### config.mk
export PLATFORM = sky130hd
export DESIGN_NAME = cpu_param
export DESIGN_NICKNAME = d
export VERILOG_FILES = /design/src/rtl/cpu_param.sv
export SDC_FILE = /design/constraint.sdc
export NUM_CORES = 1
export LEC_CHECK = 0
export CAP_MARGIN = 20
export CORE_MARGIN = 2
export CORE_UTILIZATION = 55
export DETAILED_ROUTE_END_ITERATION = 8
export PLACE_DENSITY = 0.78
export SLEW_MARGIN = 20
export SYNTH_ARGS = -nofsm -noshare
export SYNTH_HDL_FRONTEND = slang
export SYNTH_SLANG_ARGS = --single-unit
### constraint.sdc
create_clock -name clk -period 4.9 [get_ports clk]
set_input_delay 0.49 -clock clk [delete_from_list [all_inputs] [get_ports clk]]
set_output_delay 0.49 -clock clk [all_outputs]
set_load 0.01 [all_outputs]
### src/rtl/cpu_param.sv
// Parametrised teaching CPU: 8-entry register file (r5 = buttons, r6 = LEDs, r7 = pc),
// flags C/Z, hardware return stack, halt and run/single-step control, plus LED-matrix scan.
module cpu_param #(
    parameter int unsigned DATA_W      = 4,
    parameter int unsigned PC_W        = 4,
    parameter int unsigned IMM_W       = 4,
    parameter int unsigned STACK_DEPTH = 4,
    parameter int unsigned INSTR_W     = 5 + IMM_W
) (
    input  logic               clk,
    input  logic               reset,
    input  logic               run,
    input  logic               step,
    input  logic [DATA_W-1:0]  btn,
    input  logic [2:0]         scan_sel,
    input  logic [INSTR_W-1:0] dout,
    output logic [DATA_W-1:0]  led,
    output logic [PC_W-1:0]    adr,
    output logic [7:0]         col,
    output logic [7:0]         row,
    output logic               halted,
    output logic               stack_err
);

    localparam int unsigned SP_W  = $clog2(STACK_DEPTH + 1);
    localparam int unsigned IDX_W = (STACK_DEPTH > 1) ? $clog2(STACK_DEPTH) : 1;

    logic [DATA_W-1:0] r_q [7];
    logic [DATA_W-1:0] r_d [7];
    logic [PC_W-1:0]   pc_q, pc_d;
    logic              c_q, c_d, z_q, z_d;
    logic              halt_q, halt_d, err_q, err_d;
    logic [SP_W-1:0]   sp_q, sp_d;
    logic [PC_W-1:0]   stk_q [STACK_DEPTH];

    logic [DATA_W-1:0] rv [8];
    logic [4:0]        op;
    logic [IMM_W-1:0]  opd;
    logic [DATA_W-1:0] rs, res;
    logic [DATA_W:0]   sum;
    logic [PC_W-1:0]   pc_inc;
    logic              exec, wr_en, set_z, push;
    logic [2:0]        wr_idx;
    logic [IDX_W-1:0]  push_idx, pop_idx;

    // Read view of the register file; r7 aliases the program counter.
    always_comb begin
        for (int unsigned i = 0; i < 7; i++) rv[i] = r_q[i];
        rv[7] = DATA_W'(pc_q);
    end

    always_comb begin
        op       = dout[INSTR_W-1 -: 5];
        opd      = dout[IMM_W-1:0];
        rs       = rv[opd[2:0]];
        pc_inc   = pc_q + PC_W'(1);
        exec     = !halt_q && (run || step);
        push_idx = sp_q[IDX_W-1:0];
        pop_idx  = IDX_W'(sp_q - SP_W'(1));
        r_d      = r_q;
        pc_d     = pc_q;
        c_d      = c_q;
        z_d      = z_q;
        halt_d   = halt_q;
        err_d    = err_q;
        sp_d     = sp_q;
        push     = 1'b0;
        res      = '0;
        sum      = '0;
        wr_en    = 1'b0;
        wr_idx   = 3'd0;
        set_z    = 1'b0;
        if (exec) begin
            pc_d = pc_inc;
            casez (op)
                5'b00???: begin wr_en = 1'b1; wr_idx = op[2:0]; res = rs; end
                5'b01000: begin
                    sum   = {1'b0, rv[0]} + {1'b0, rs};
                    res   = sum[DATA_W-1:0];
                    c_d   = sum[DATA_W];
                    wr_en = 1'b1; set_z = 1'b1;
                end
                5'b10100: begin
                    res   = rv[0] - rs;
                    c_d   = (rv[0] < rs);
                    wr_en = 1'b1; set_z = 1'b1;
                end
                5'b01001: begin res = rv[0] | rs; wr_en = 1'b1; set_z = 1'b1; end
                5'b01010: begin res = rv[0] & rs; wr_en = 1'b1; set_z = 1'b1; end
                5'b01011: begin res = rv[0] ^ rs; wr_en = 1'b1; set_z = 1'b1; end
                5'b01100: begin
                    res   = rs + DATA_W'(1);
                    c_d   = &rs;
                    wr_en = 1'b1; wr_idx = opd[2:0]; set_z = 1'b1;
                end
                5'b01101: begin res = ~rs; wr_en = 1'b1; wr_idx = opd[2:0]; set_z = 1'b1; end
                5'b01110: begin res = {rs[0], rs[DATA_W-1:1]}; wr_en = 1'b1; wr_idx = opd[2:0]; end
                5'b01111: begin res = {rs[DATA_W-2:0], rs[DATA_W-1]}; wr_en = 1'b1; wr_idx = opd[2:0]; end
                5'b10000: begin
                    if (!c_q) pc_d = opd[PC_W-1:0];
                    c_d = 1'b0;
                end
                5'b10001: pc_d = opd[PC_W-1:0];
                5'b10010: begin res = opd[DATA_W-1:0]; wr_en = 1'b1; end
                5'b10011: if (z_q) pc_d = opd[PC_W-1:0];
                5'b10101: begin
                    if (sp_q < SP_W'(STACK_DEPTH)) begin
                        push = 1'b1;
                        sp_d = sp_q + SP_W'(1);
                    end else begin
                        err_d = 1'b1;
                    end
                    pc_d = opd[PC_W-1:0];
                end
                5'b10110: begin
                    if (sp_q != '0) begin
                        sp_d = sp_q - SP_W'(1);
                        pc_d = stk_q[pop_idx];
                    end else begin
                        err_d = 1'b1;
                    end
                end
                5'b10111: begin halt_d = 1'b1; pc_d = pc_q; end
                default: ;
            endcase
            if (set_z) z_d = (res == '0);
            // A write aimed at r7 becomes a jump; writes aimed at r5 are dropped.
            if (wr_en) begin
                if (wr_idx == 3'd7) pc_d = PC_W'(res);
                for (int unsigned i = 0; i < 7; i++) begin
                    if (wr_idx == 3'(i) && i != 5) r_d[i] = res;
                end
            end
        end
        r_d[5] = btn;
    end

    always_ff @(posedge clk or negedge reset) begin
        if (!reset) begin
            for (int unsigned i = 0; i < 7; i++) r_q[i] <= '0;
            pc_q   <= '0;
            c_q    <= 1'b0;
            z_q    <= 1'b0;
            halt_q <= 1'b0;
            err_q  <= 1'b0;
            sp_q   <= '0;
        end else begin
            r_q    <= r_d;
            pc_q   <= pc_d;
            c_q    <= c_d;
            z_q    <= z_d;
            halt_q <= halt_d;
            err_q  <= err_d;
            sp_q   <= sp_d;
        end
    end

    always_ff @(posedge clk) begin
        if (push) stk_q[push_idx] <= pc_inc;
    end

    always_comb begin
        col = ~(8'h80 >> scan_sel);
        row = '0;
        for (int unsigned k = 0; k < DATA_W; k++) row[7-k] = rv[scan_sel][k];
    end

    assign led       = r_q[6];
    assign adr       = pc_q;
    assign halted    = halt_q;
    assign stack_err = err_q;

endmodule

==> flow_metrics.tcl <==
set metrics [dict create \
    pin_count_of_the_biggest_net_entering_global_routing 40 \
    detailedPlacementHpwl_um 7810 \
    fmaxAchievable_ghz 0.226 \
    path_clk_slew_ps 110 \
    cts-htree-levels 2 \
    mostFrequentLayoutCell "clkdlybuf4s50_1" \
    diodes 0 \
    flow.area_growth_from_synthesis_pct 11.3 \
    first_global_vias 3229 \
    synth-warning-count 0 \
    starting_utilization_of_the_core_area_pct 56.8 \
    post_route_cells_drive_above_1_share_pct 16.0 \
    run_status "finished clean" \
    yosys.area_share.xor_xnor_pct 1.70 \
    power_w 0.000912 \
    die_width_um 90.5 \
    cts-hold-fix-buffers 0 \
    via_count 3276 \
    min_period_ps 4420 \
    initialDrtViolationCount 335 \
    min_period_over_period_pct 90.2 \
    synthAdderAreaFrac_pct 6.75 \
    path_cells "clkdlybuf4s50_1 -> buf_4 -> mux4_1 -> mux2i_2 -> ha_1 -> xnor2_1 -> a2111oi_0 -> or4_1 -> a221oi_1 -> nand2_2 -> o41ai_2" \
    synth-simple-area-share_pct 16.0 \
    drv_cap 0 \
    design.die.area_mm2 0.00819 \
    setup_slack_ps 480 \
    detail_route.vias_per_cell 6.58 \
    first_pass_grt_wire_length_um 17300 \
    max-slew-margin-rel_pct 39.3 \
    placedCellCount 490 \
    timing.critical_path.slowest_stage_cell "clkdlybuf4s50_1" \
    cts.root.buffer_cell "clkbuf_8" \
    cts_repair_resize_count 0 \
    die_span_in_y_um 90.5 \
    syn_area_mm2 0.00412 \
    antenna_found_initial 0 \
    clock_skew_ps 8.47 \
    power_per_cell_area_mw_per_mm2 199 \
    finalNetCount 439 \
    port-buffer-count 41 \
    max_slew.worst_pin.slew_ps 902 \
    timing.critical_path.slowest_cell_delay_ps 690 \
    irDropWorstVdd_mv 0.227 \
    cp-end-kind "flop" \
    synth-compound-area-share_pct 12.2 \
    grt_overflow_total 0 \
    insertion_delay_ps 320 \
    synth.area.mux_share_pct 21.6 \
    fp.coreArea_mm2 0.00725 \
    critPathArrivalTime_ps 4630 \
    boundaryPins 46 \
    ys_seq_elements 55 \
    critical_path.startpoint_type "input pin" \
    setup_viol_count_final 0 \
    count_of_flip_flops_with_a_built_in_enable_after_synthesis 16 \
    finalWirelength_um 10800 \
    multi_input_area_mm2 0.00241 \
    hold_path.class "in -> async" \
    timing.hold.ws_ps 279 \
    cellLeakagePower_nw 1.85 \
    max-clock-path-buffers 2 \
    async_flop_share_pct 70.9 \
    number_of_optimization_iterations_in_the_first_detailed_route_pass 5 \
    rsz0062_at_grt "no" \
    finalSetupTns_ps 0 \
    clock_tree_from_tritoncts "done" \
    critical_path_class "in -> reg" \
    postRouteAntennaNets 0 \
    final.fill_count 574 \
    final-seq-area_mm2 0.00146 \
    place_ws_ps 202 \
    cts_made_buffers 5 \
    r2r_setup_slack_ps 930 \
    timing_hold_violations_final 0 \
    ys_seq_area_share_pct 35.4 \
    final_cell_mix "clkdlybuf4s50_1 (40), dfrtp_1 (39), nor2_1 (23)" \
    avgRoutedWirePerCell_um 21.7 \
    synth_cell_type_count 76 \
    syn-instance-count 376 \
    detail_route.drc_violations 0 \
    postSynthAreaPerCell_um2 11.0 \
    cts.sink_count 55 \
    synthFlopType "dfrtp_1" \
    instances_no_fill 498 \
    timing.critical_path.buf_inv 2 \
    globalRouteTotalUtil_pct 27.1 \
    placementRows 31 \
    synth_top_family_by_area "multiplexers" \
    routabilityCongestion 0.943 \
    finalMaxSlewViolations 0 \
    critical_path.top_delay_family "multiplexers" \
    post-cts-setup-buffers 0 \
    wp_data_required_ps 5110 \
    timing.critical_path.fanout_max 8 \
]
## where the power goes
part / internal, W / switching [W]
registers: 0.000476 / 0.00000799
clock network: 0.000103 / 0.000155
logic: 0.0000730 / 0.0000969
## routing by layer
layer | track usage [%] | vias up | share of wire, %
met5 | 0 | - | 0
met2 | 44.3 | 168 | 49
met4 | 10.4 | 0 | 2.7
li1 | - | 1452 | -
met1 | 36.5 | 1631 | 41
met3 | 4.34 | 25 | 6.8
## sequential cells by signal, summed over array words and instances, names as in the netlist
signal,count
adr,4
c_q,1
halted,1
led,4
r_q,24
sp_q,3
stack_err,1
stk_q,16
z_q,1
## Yosys cell counts, types with 5 or more instances
cell type	count	area share [%]
nand2b_1	7	1.1
mux2_1	8	2.2
o21ai_0	11	1.3
or3_1	5	0.76
o31ai_1	5	0.91
inv_1	18	1.6
mux4_2	15	8.2
nand3_1	13	1.6
nor2_1	23	2.1
mux2_2	19	5.2
nand2_1	17	1.5
xnor2_1	7	1.5
buf_4	8	1.5
dfrtp_1	39	24
or4_1	5	0.91
edfxtp_1	16	12
nor3_1	7	0.85
ha_1	19	5.8
nand3b_1	10	1.8
mux4_1	5	3.2
a21oi_1	11	1.3
a31oi_1	7	1.1
clkbuf_1	14	1.3
## worst register-to-register path, cell delays in order (launching register included)
cell and delay [ps]:
dfrtp_1 540, mux4_1 610, mux2i_4 310, inv_4 130
fa_1 440, xnor2_1 170, a2111oi_0 100, or4_1 560
a221oi_1 450, nand2_2 190, o41ai_2 370
## cells by family after synthesis
group | count (synthesis)
buf+inv | 52
compound gates | 69
mux | 54
simple gates | 116
xor+xnor | 8
flops | 55
other cells | 1
fa+ha+maj | 21
## final timing paths
| kind | startpoint | depth (start not counted) | to |
|---|---|---|---|
| worst max-delay path | dout[0] | 11 | z_q |
| worst min-delay path | reset | 1 | stack_err |
| worst max register to register | r_q[25] | 10 | z_q |
| worst min register to register | stack_err | 1 | stack_err |
| max in group asynchronous | reset | 1 | r_q[22] |
| min in group clk | stack_err | 1 | stack_err |
## layout make-up
cell class	count	share of cell area (%)
Sequential cell	55	31.8
Clock inverter	2	0.355
Inverter	22	1.86
Timing Repair Buffer	42	9.01
Clock buffer	6	1.58
Tap cell	99	2.70
Multi-Input combinational cell	272	52.7
## through the flow
| step | util [%] | area, um^2 |
|---|---|---|
| 2_1_floorplan | - | 4130 |
| 3_3_place_gp | 61.9 | 4490 |
| 3_5_place_dp | 61.9 | 4490 |
| 4_1_cts | 63.2 | 4580 |
| 5_1_grt | 63.2 | 4580 |
| 6_report | 63.2 | 4580 |
No activity file was read; power rests on OpenSTA's default activity.
